File: config.mk
export PLATFORM = sky130hd
export DESIGN_NAME = rom_arbiter_flat
export DESIGN_NICKNAME = d
export VERILOG_FILES = /design/src/rtl/rom_arbiter_if.sv /design/src/rtl/rom_arbiter.sv /design/src/flat_wrapper.sv
export SDC_FILE = /design/constraint.sdc
export NUM_CORES = 1
export LEC_CHECK = 0
export ABC_AREA = 1
export BUFFER_PORTS_ARGS = -buffer_cell sky130_fd_sc_hd__buf_2
export CAP_MARGIN = 20
export CORE_AREA = 2 2 60 104
export DETAILED_ROUTE_END_ITERATION = 7
export DIE_AREA = 0 0 62 106
export HOLD_SLACK_MARGIN = 0.02
export PLACE_DENSITY_LB_ADDON = 0.25
export SLEW_MARGIN = 10
export SYNTH_ARGS = -nofsm -noshare
export SYNTH_HDL_FRONTEND = slang
export SYNTH_SLANG_ARGS = --single-unit
File: constraint.sdc
create_clock -name sys_clk -period 1.69 [get_ports sys_clk]
set_input_delay 0.338 -clock sys_clk [delete_from_list [all_inputs] [get_ports sys_clk]]
set_output_delay 0.338 -clock sys_clk [all_outputs]
set_load 0.03 [all_outputs]
File: src/rtl/rom_arbiter_if.sv
// Bus bundle between two ROM requesters, the arbiter and a combinational ROM.
// The slave modport is the arbiter side; master is the requester/ROM side.
interface rom_arbiter_if #(
    parameter int ADDR_W = 32,
    parameter int DATA_W = 8
);
    logic              req0;
    logic [ADDR_W-1:0] addr0;
    logic              gnt0;
    logic              rvalid0;
    logic              req1;
    logic [ADDR_W-1:0] addr1;
    logic              gnt1;
    logic              rvalid1;
    logic [DATA_W-1:0] rdata;
    logic              rerr;
    logic [ADDR_W-1:0] rom_addr;
    logic [31:0]       rom_data;

    modport slave (
        input  req0, addr0, req1, addr1, rom_data,
        output gnt0, rvalid0, gnt1, rvalid1, rdata, rerr, rom_addr
    );

    modport master (
        output req0, addr0, req1, addr1, rom_data,
        input  gnt0, rvalid0, gnt1, rvalid1, rdata, rerr, rom_addr
    );
endinterface

File: src/rtl/rom_arbiter.sv
// Round-robin two-port arbiter in front of a combinational ROM: one grant per
// cycle, registered ROM address, byte response two cycles after the handshake.
module rom_arbiter #(
    parameter int ADDR_W = 32,
    parameter int DATA_W = 8,
    parameter int DEPTH  = 16
) (
    input  logic          sys_clk,
    input  logic          sys_rst,
    rom_arbiter_if.slave  bus
);
    logic [1:0]        req;
    logic [1:0]        gnt;
    logic [ADDR_W-1:0] sel_addr;

    logic              last_q, last_d;
    logic [ADDR_W-1:0] rom_addr_q, rom_addr_d;
    logic              tag_q, tag_d;
    logic              s1_vld_q, s1_vld_d;
    logic              s1_oor_q, s1_oor_d;
    logic [DATA_W-1:0] rdata_q, rdata_d;
    logic              rerr_q, rerr_d;
    logic [1:0]        rvalid_q, rvalid_d;

    // Only the low byte of each ROM word carries data.
    logic              unused_rom_hi;
    assign unused_rom_hi = ^bus.rom_data[31:DATA_W];

    assign req = {bus.req1, bus.req0};

    // last_q names the port served most recently; the other one wins a conflict.
    always_comb begin
        gnt = 2'b00;
        if (sys_rst) begin
            if (req[0] && req[1]) begin
                gnt = last_q ? 2'b01 : 2'b10;
            end else begin
                gnt = req;
            end
        end
        sel_addr = gnt[1] ? bus.addr1 : bus.addr0;
    end

    always_comb begin
        last_d     = last_q;
        rom_addr_d = rom_addr_q;
        tag_d      = tag_q;
        s1_oor_d   = s1_oor_q;
        s1_vld_d   = 1'b0;
        if (|gnt) begin
            last_d     = gnt[1];
            rom_addr_d = sel_addr;
            tag_d      = gnt[1];
            s1_vld_d   = 1'b1;
            s1_oor_d   = (sel_addr >= ADDR_W'(DEPTH));
        end

        rvalid_d = 2'b00;
        rerr_d   = 1'b0;
        rdata_d  = rdata_q;
        if (s1_vld_q) begin
            rdata_d         = s1_oor_q ? '0 : bus.rom_data[DATA_W-1:0];
            rerr_d          = s1_oor_q;
            rvalid_d[tag_q] = 1'b1;
        end
    end

    always_ff @(posedge sys_clk) begin
        if (!sys_rst) begin
            last_q     <= 1'b1;
            rom_addr_q <= '0;
            tag_q      <= 1'b0;
            s1_vld_q   <= 1'b0;
            s1_oor_q   <= 1'b0;
            rdata_q    <= '0;
            rerr_q     <= 1'b0;
            rvalid_q   <= 2'b00;
        end else begin
            last_q     <= last_d;
            rom_addr_q <= rom_addr_d;
            tag_q      <= tag_d;
            s1_vld_q   <= s1_vld_d;
            s1_oor_q   <= s1_oor_d;
            rdata_q    <= rdata_d;
            rerr_q     <= rerr_d;
            rvalid_q   <= rvalid_d;
        end
    end

    assign bus.gnt0     = gnt[0];
    assign bus.gnt1     = gnt[1];
    assign bus.rom_addr = rom_addr_q;
    assign bus.rdata    = rdata_q;
    assign bus.rerr     = rerr_q;
    assign bus.rvalid0  = rvalid_q[0];
    assign bus.rvalid1  = rvalid_q[1];
endmodule
File: src/flat_wrapper.sv
// flat-port wrapper written by rule: the top's interface ports become plain ports
module rom_arbiter_flat 
#(
    parameter int ADDR_W = 32,
    parameter int DATA_W = 8,
    parameter int DEPTH  = 16
)
  (sys_clk, sys_rst, bus_req0, bus_addr0, bus_req1, bus_addr1, bus_rom_data, bus_gnt0, bus_rvalid0, bus_gnt1, bus_rvalid1, bus_rdata, bus_rerr, bus_rom_addr);
  rom_arbiter_if #(.ADDR_W(ADDR_W), .DATA_W(DATA_W)) bus_i ();
  input  logic sys_clk;
  input  logic sys_rst;
  input wire logic [$bits(bus_i.req0)-1:0] bus_req0;
  input wire logic [$bits(bus_i.addr0)-1:0] bus_addr0;
  input wire logic [$bits(bus_i.req1)-1:0] bus_req1;
  input wire logic [$bits(bus_i.addr1)-1:0] bus_addr1;
  input wire logic [$bits(bus_i.rom_data)-1:0] bus_rom_data;
  output wire logic [$bits(bus_i.gnt0)-1:0] bus_gnt0;
  output wire logic [$bits(bus_i.rvalid0)-1:0] bus_rvalid0;
  output wire logic [$bits(bus_i.gnt1)-1:0] bus_gnt1;
  output wire logic [$bits(bus_i.rvalid1)-1:0] bus_rvalid1;
  output wire logic [$bits(bus_i.rdata)-1:0] bus_rdata;
  output wire logic [$bits(bus_i.rerr)-1:0] bus_rerr;
  output wire logic [$bits(bus_i.rom_addr)-1:0] bus_rom_addr;
  assign bus_i.req0 = bus_req0;
  assign bus_i.addr0 = bus_addr0;
  assign bus_i.req1 = bus_req1;
  assign bus_i.addr1 = bus_addr1;
  assign bus_i.rom_data = bus_rom_data;
  assign bus_gnt0 = bus_i.gnt0;
  assign bus_rvalid0 = bus_i.rvalid0;
  assign bus_gnt1 = bus_i.gnt1;
  assign bus_rvalid1 = bus_i.rvalid1;
  assign bus_rdata = bus_i.rdata;
  assign bus_rerr = bus_i.rerr;
  assign bus_rom_addr = bus_i.rom_addr;
  rom_arbiter #(.ADDR_W(ADDR_W), .DATA_W(DATA_W), .DEPTH(DEPTH)) u_core (.sys_clk(sys_clk), .sys_rst(sys_rst), .bus(bus_i));
endmodule
**Word level (Yosys, flattened, before mapping)**

Index checks and enable logic that the tools add are counted.

- Order comparisons: 3
- Muxes and demuxes: 8
- Reductions and logical operators: 4

Operators with widths:

| kind | number |
|---|---|
| greater-or-equal comparator 32 x 5 -> 1 bit (second input constant) | 1 |
| two-way mux 32 bit | 1 |
| two-way mux 8 bit | 1 |
| two-way mux 2 bit | 3 |
| logical AND 1 bit | 2 |
| < comparator 1 x 2 -> 1 bit (second input constant) | 1 |
| two-way mux 1 bit | 2 |
| AND reduction 2 bit | 1 |
| OR reduction 2 bit | 1 |
| demux 1 bit (select 1 bit) | 1 |
| greater-or-equal comparator 1 bit (second input constant) | 1 |

- Output and inout bits: 45
- Bits of input ports: 100
- Flip-flop bits (word level): 47

**Longest topological paths before layout**

Gate-level depths: netlist (run 1).

- Depth in word-level cells: 5
- Mapped depth: 11

**Least setup slack after synthesis (run 1)**

No wires, ideal clock.

- Path type: input -> output
- Start: in sys_rst
- End: out bus_gnt0
- Path slack: 0.301 ns
- Path buffers: 1
- Required time: 1.352 ns
- Arrival: 1.051 ns
- Stages on the path: 3
- Cells stage by stage: buf_2 > nand2_1 > a21oi_1

- Longest elaborated chain between the ends: 1

Ends and longest elaborated chain:

| what | line | source |
|---|---|---|
| start, declared | flat_wrapper.sv:11 | `input logic sys_rst;` |
| two-way mux 2 bit | rom_arbiter.sv:34 | `if (sys_rst) begin` |
| end, declared | flat_wrapper.sv:17 | `output wire logic [$bits(bus_i.gnt0)-1:0] bus_gnt0;` |

Every way passes these cells.

**Final worst setup path (run 1)**

- Start: reg u_core.last_q
- End: out bus_gnt1

- Longest elaborated chain between the ends: 3

Ends and longest elaborated chain:

| what | line | source |
|---|---|---|
| start, declared | rom_arbiter.sv:16 | `logic last_q, last_d;` |
| start signal, assigned | rom_arbiter.sv:79 | `last_q <= last_d;` |
| two-way mux 2 bit | rom_arbiter.sv:36 | `gnt = last_q ? 2'b01 : 2'b10;` |
| two-way mux 2 bit | rom_arbiter.sv:35 | `if (req[0] && req[1]) begin` |
| two-way mux 2 bit | rom_arbiter.sv:34 |  |
| end, declared | flat_wrapper.sv:19 | `output wire logic [$bits(bus_i.gnt1)-1:0] bus_gnt1;` |

Every way passes these cells.

==> summary.md, run 1 <==
| Metric | Value |
|---|---|
| Outcome | completed |
| Placed cell areas | 2932 um^2 |
| Share of cells above drive strength 1 | 32.44% |
| Die area | 6572 um^2 |
| Cell type with the largest total area after synthesis | sky130_fd_sc_hd__dfxtp_1 |
| Yosys cell types | 21 |
| Post-synth top cells | 89 x sky130_fd_sc_hd__nand2_1, 47 x sky130_fd_sc_hd__dfxtp_1, 40 x sky130_fd_sc_hd__nand3_1 |
| Total instance count after detailed placement | 518 |
| Clock sink count | 47 |
| Cells taking the most area after synthesis | sky130_fd_sc_hd__dfxtp_1 43%, sky130_fd_sc_hd__nand2_1 15%, sky130_fd_sc_hd__nand3_1 9.0%, sky130_fd_sc_hd__o21ai_0 7.9%, sky130_fd_sc_hd__inv_1 5.9% |
| FILL cells | 617 |
| Number of non-filler instances in the completed layout | 525 |
| CP Max Fanout | 10 |
| Number of pins exceeding their max-slew limit in the final report | 0 |
| I/O pins | 145 |
| Final-report setup violation count | 0 |
| Cell at the slowest stage of the critical path | sky130_fd_sc_hd__dfxtp_1 |
| Worst-skew pair later-pin latency | 0.29 ns |
| DRC violations left | 0 |
| Smallest hold slack | 0.3112 ns |
| HP Class | in -> reg |
| Overall track demand over capacity in global routing | 19.02% |
| Async set-reset flop share out of synthesis | 0% |
| Total wire length | 6261 um |
| Core ar. | 5787 um^2 |
| Cell at the root of the clock tree | sky130_fd_sc_hd__clkbuf_8 |
| Dominant cell by count in the synthesized netlist | sky130_fd_sc_hd__nand2_1 |
| Average via count per standard cell | 4.710 |
| TritonCTS clock tree | done |
| Die width | 62 um |
| Areal power density over the cells | 855.3 nW/um^2 |
| Final weighted congestion in routability-driven placement | 0.8362 |
| Pin count of the biggest net entering global routing | 23 |
| YS warnings | 0 |
| Final cell area excluding filler cells | 3027 um^2 |
| Synthesized area per cell | 6.807 um^2 |
| Syn nets | 425 |
| Global-route wire length before repair | 9611 um |
| Sum of internal, switching and leakage power | 2.589 mW |
| Leakage power | 1.639 nW |
| Pre-Repair DR Iteration Count | 4 |
| Accumulated negative setup slack | 0 ns |
| Register bit count reported by yosys | 47 |
| Average detailed-routed wire length per instance | 11.93 um |
| # port buffers | 120 |
| Via Count | 2473 |
| Type of destination of the critical path | primary output |
| Commonest register cell after synthesis | sky130_fd_sc_hd__dfxtp_1 |
| Netlist Area Pre-Place | 2212 um^2 |
| Register area share after synthesis | 42.53% |
| Highest Clock Rate | 627.1 MHz |
| RSZ-0062 raised after global routing | false |
| Placed wire-length estimate | 4918 um |
| Clock transition time at the flip-flop clock pins of the worst setup and hold paths | 0.08 ns |
| Setup Skew | 0.005328 ns |
| Relative slew slack | 60.42% |
| Synthesized netlist cell count | 325 |
| Share of the clock period used by the worst path | 94.36% |
| Worst-margin pin slew | 0.5930 ns |
| Number of nets in the layout | 547 |
| Number of levels in the clock H-tree | 2 |
| Area Growth Syn to Fin | 36.82% |
| Count of antenna diodes in the layout | 0 |
| Worst path arrival time | 1.26 ns |
| Via count of the first global-routing pass | 2233 |
| Number of antenna violations at the first check in global routing | 0 |
| Endpoints failing hold | 0 |
| Drt first-iter violations | 68 |
| Congestion Overflow GR | 0 |
| Chain of cells forming the critical path | nand2_1, inv_1, nor2_4, buf_12, clkbuf_4 |
| # hold bufs at CTS | 0 |
| Buffer levels on the longest clock path | 2 |
| CTS buffer count | 5 |
| Launching element type of the critical path | register |
| Class of the most critical setup path | reg -> out |
| Post-synth top area share | 42.53% |
| VDD IR-drop max | 0.0004289 V |
| Clock period minus final worst setup slack | 1.595 ns |
| EDFF count, synth | 0 |
| Die Height | 106 um |
| Antenna-violating nets left | 0 |
| Slowest cell delay on critical path | 0.32 ns |
| Resize count post-CTS | 0 |
| Maxcap violations | 0 |
| Row cnt | 37 |
| Starting density of the core | 38.23% |
| Count of buffers added by post-CTS timing repair for setup | 0 |
| Required time of the critical path | 1.35 ns |
-- layer usage --
metal  GRT usage (%)  vias to the layer above  part of all wire, %
li1                -                     1282                    -
met1           19.70                     1101                   38
met2           35.57                       82                   54
met3           3.528                        8                  5.7
met4           6.231                        0                  2.0
met5               0                        -                    0
-- metrics by stage --
stage          setup WS (ns)  util, %
5_1_grt              0.03125    52.30
4_1_cts              0.03975    52.17
3_3_place_gp         0.06895    50.66
2_1_floorplan         0.3006        -
3_5_place_dp         0.05871    50.66
6_report             0.09540    52.30
-- state kept, by name, summed over array words and instances, names as in the netlist --
name and count:
u_core.bus.rdata 8, u_core.bus.rerr 1, u_core.bus.rom_addr 32, u_core.last_q 1, u_core.rvalid_q 2, u_core.s1_oor_q 1
u_core.s1_vld_q 1, u_core.tag_q 1
-- worst paths after layout --
path              startpoint             endpoint  slack, ns  cells past startpoint
max reg2reg    u_core.last_q      u_core.s1_oor_q       0.28                     10
max            u_core.last_q             bus_gnt1        0.1                      5
min          bus_rom_data[7]  u_core.bus.rdata[7]       0.31                      3
min reg2reg     u_core.tag_q   u_core.rvalid_q[0]       0.41                      1
-- critical path: cells and delay by family, from the launching register on --
family	cells	cell delay [ns]
buffers and inverters	3	0.40
flip-flops	1	0.32
AND/OR/NAND/NOR	2	0.24
-- power by group --
group / internal [mW] / switching, mW
clock network: 0.321 / 0.355
registers: 1.20 / 0.0493
logic: 0.234 / 0.429
total: 1.76 / 0.833
-- cell type report --
cell class	count	area, um^2	area share [%]
timing repair buffer	134	733.2	24.22
multi-input combinational	221	1025	33.86
clock buffer	6	82.58	2.728
clock inverter	1	5.005	0.1654
tap	78	97.59	3.224
sequential	47	940.9	31.09
inverter	38	142.6	4.713
-- logic make-up (layout without fill, tap and decap cells) --
group,after synthesis,in the layout,share of synthesized area (%)
AND/OR/NAND/NOR,166,166,33.03
buffers and inverters,57,179,11.48
AO/OA/AOI/OAI,55,55,12.95
flip-flops,47,47,42.53
-- placed cells by master, fill, tap and decap left out, types with 2 or more instances in the layout --
master / n
sky130_fd_sc_hd__dfxtp_1: 47
sky130_fd_sc_hd__nor2_1: 20
sky130_fd_sc_hd__inv_1: 35
sky130_fd_sc_hd__o21ai_0: 35
sky130_fd_sc_hd__a31oi_1: 5
sky130_fd_sc_hd__nand2_1: 89
sky130_fd_sc_hd__nand3b_1: 14
sky130_fd_sc_hd__buf_4: 12
sky130_fd_sc_hd__buf_12: 2
sky130_fd_sc_hd__nand3_1: 40
sky130_fd_sc_hd__buf_2: 119
sky130_fd_sc_hd__clkbuf_8: 6
sky130_fd_sc_hd__a21oi_1: 12
sky130_fd_sc_hd__clkinv_1: 2
Power figures use the tool's default switching activity.
==> run 2: changes to the inputs <==
==> constraint.sdc (replaced) <==
create_clock -name sys_clk -period 1.69 [get_ports sys_clk]
set_input_delay 0.338 -clock sys_clk [delete_from_list [all_inputs] [get_ports sys_clk]]
set_output_delay 0.338 -clock sys_clk [all_outputs]
set_load 0.005 [all_outputs]
==> run 2 against run 1 <==
  * Sequential power hardly changed
  * Largest cell class unchanged
  * Cell count stayed put
  * Sequential share of layout area is 0.077 points higher
  * Clock power hardly changed
  * Global-route usage stayed put
==> summary.md, run 2 (same netlist as run 1, synthesis figures left out) <==
| Metric | Value |
|---|---|
| Row cnt | 37 |
| Overall track demand over capacity in global routing | 19.02% |
| Count of buffers added by post-CTS timing repair for setup | 0 |
| Via count of the first global-routing pass | 2233 |
| Highest Clock Rate | 648.2 MHz |
| Reg2reg setup slack | 0.27 ns |
| Areal power density over the cells | 800.8 nW/um^2 |
| Required time of the critical path | 1.35 ns |
| Endpoints failing hold | 0 |
| Outcome | completed |
| Leakage power | 1.639 nW |
| Number of pins exceeding their max-slew limit in the final report | 0 |
| Destination of the worst hold path | u_core.bus.rdata[7] |
| Share of the clock period used by the worst path | 91.28% |
| Clock sink count | 47 |
| Final setup slack of the worst path | 0.1473 ns |
| # hold bufs at CTS | 0 |
| Final-report setup violation count | 0 |
| Setup Skew | 0.005089 ns |
| Starting density of the core | 38.23% |
| Area Growth Syn to Fin | 36.48% |
| Global-route wire length before repair | 9611 um |
| Cell at the root of the clock tree | sky130_fd_sc_hd__clkbuf_8 |
| Accumulated negative setup slack | 0 ns |
| Commonest cells after routing, fill and taps aside | 120 x sky130_fd_sc_hd__buf_2, 89 x sky130_fd_sc_hd__nand2_1, 47 x sky130_fd_sc_hd__dfxtp_1 |
| Worst path arrival time | 1.20 ns |
| Antenna-violating nets left | 0 |
| CTS buffer count | 5 |
| Core ar. | 5787 um^2 |
| Placed wire-length estimate | 4918 um |
| # port buffers | 120 |
| Pin count of the biggest net entering global routing | 23 |
| Maxcap violations | 0 |
| Flip-flop count of the largest register after layout | 32 |
| R2R cell count | 11 |
| Most common cell after layout, fill and taps aside | sky130_fd_sc_hd__buf_2 |
| Final cell area excluding filler cells | 3019 um^2 |
| Congestion Overflow GR | 0 |
| Average detailed-routed wire length per instance | 11.92 um |
| WHS Path Cells | 3 |
| I/O pins | 145 |
| Number of nets in the layout | 547 |
| Launching element type of the critical path | register |
| Placed cell areas | 2932 um^2 |
| Die width | 62 um |
| Class of the most critical setup path | reg -> out |
| Total instance count after detailed placement | 518 |
| Via Count | 2473 |
| CP Max Fanout | 10 |
| Hold path start | bus_rom_data[7] |
| Total wire length | 6257 um |
| R2r startpoint | u_core.last_q |
| Sum of internal, switching and leakage power | 2.418 mW |
| Type of destination of the critical path | primary output |
| Clock transition time at the flip-flop clock pins of the worst setup and hold paths | 0.08 ns |
| RSZ-0062 raised after global routing | false |
| Share of cells above drive strength 1 | 32.44% |
| Clock period minus final worst setup slack | 1.543 ns |
| Worst-margin pin slew | 0.5929 ns |
| Pre-Repair DR Iteration Count | 4 |
| Number of non-filler instances in the completed layout | 525 |
| Buffer levels on the longest clock path | 2 |
| TritonCTS clock tree | done |
| Drt first-iter violations | 68 |
| Number of levels in the clock H-tree | 2 |
| Post-Place Worst Slack | 0.05871 ns |
| Final standard cell utilization of the core | 52.17% |
| Resize count post-CTS | 0 |
| Die area | 6572 um^2 |
| Smallest hold slack | 0.3131 ns |
| Number of antenna violations at the first check in global routing | 0 |
| Die Height | 106 um |
| Average via count per standard cell | 4.710 |
| DRC violations left | 0 |
| Final weighted congestion in routability-driven placement | 0.8362 |
| Count of antenna diodes in the layout | 0 |
| VDD IR-drop max | 0.0004275 V |
| Endpoint of the worst-slack reg-to-reg timing path | u_core.s1_oor_q |
| HP Class | in -> reg |
| Worst-skew pair later-pin latency | 0.29 ns |
| Relative slew slack | 60.43% |
run 2: changes by cell type in the layout (fill, tap and decap cells not counted), sizes merged:
cell and delta:
buf +1, clkbuf -1
run 2: worst max-delay path, stage by stage (launching register included):
cell	delay, ns
sky130_fd_sc_hd__dfxtp_1	0.32
sky130_fd_sc_hd__nand2_1	0.13
sky130_fd_sc_hd__inv_1	0.07
sky130_fd_sc_hd__nor2_2	0.15
sky130_fd_sc_hd__buf_12	0.15
sky130_fd_sc_hd__buf_2	0.11
run 2: layout make-up:
type	count	area (um^2)
clock buffer	6	82.58
clock inverter	1	5.005
fill	619	2768
inverter	38	142.6
multi-input combinational	221	1020
sequential	47	940.9
tap	78	97.59
timing repair buffer	134	730.7
run 2: worst max path at each step:
| stage | end | slack [ns] | start | cells past startpoint |
|---|---|---|---|---|
| 6_report | bus_gnt1 | 0.15 | u_core.last_q | 5 |
| 5_1_grt | bus_gnt1 | 0.07 | u_core.last_q | 5 |
| 4_1_cts | bus_gnt1 | 0.12 | u_core.last_q | 5 |
| 3_5_place_dp | u_core.s1_oor_q | 0.06 | bus_req1 | 12 |
| 3_3_place_gp | u_core.s1_oor_q | 0.07 | bus_req0 | 12 |
| 2_1_floorplan | u_core.s1_oor_q | 0.37 | bus_req0 | 10 |
run 2: routing by layer:
metal	wire length, um	GRT usage (%)
met1	2396	19.70
met2	3388	35.57
met3	349	3.528
met4	123	6.231
met5	0	0
run 2: power breakdown:
group          switching, mW  internal (mW)
logic                  0.264          0.230
clock network          0.353          0.321
registers             0.0493           1.20
total                  0.666           1.75
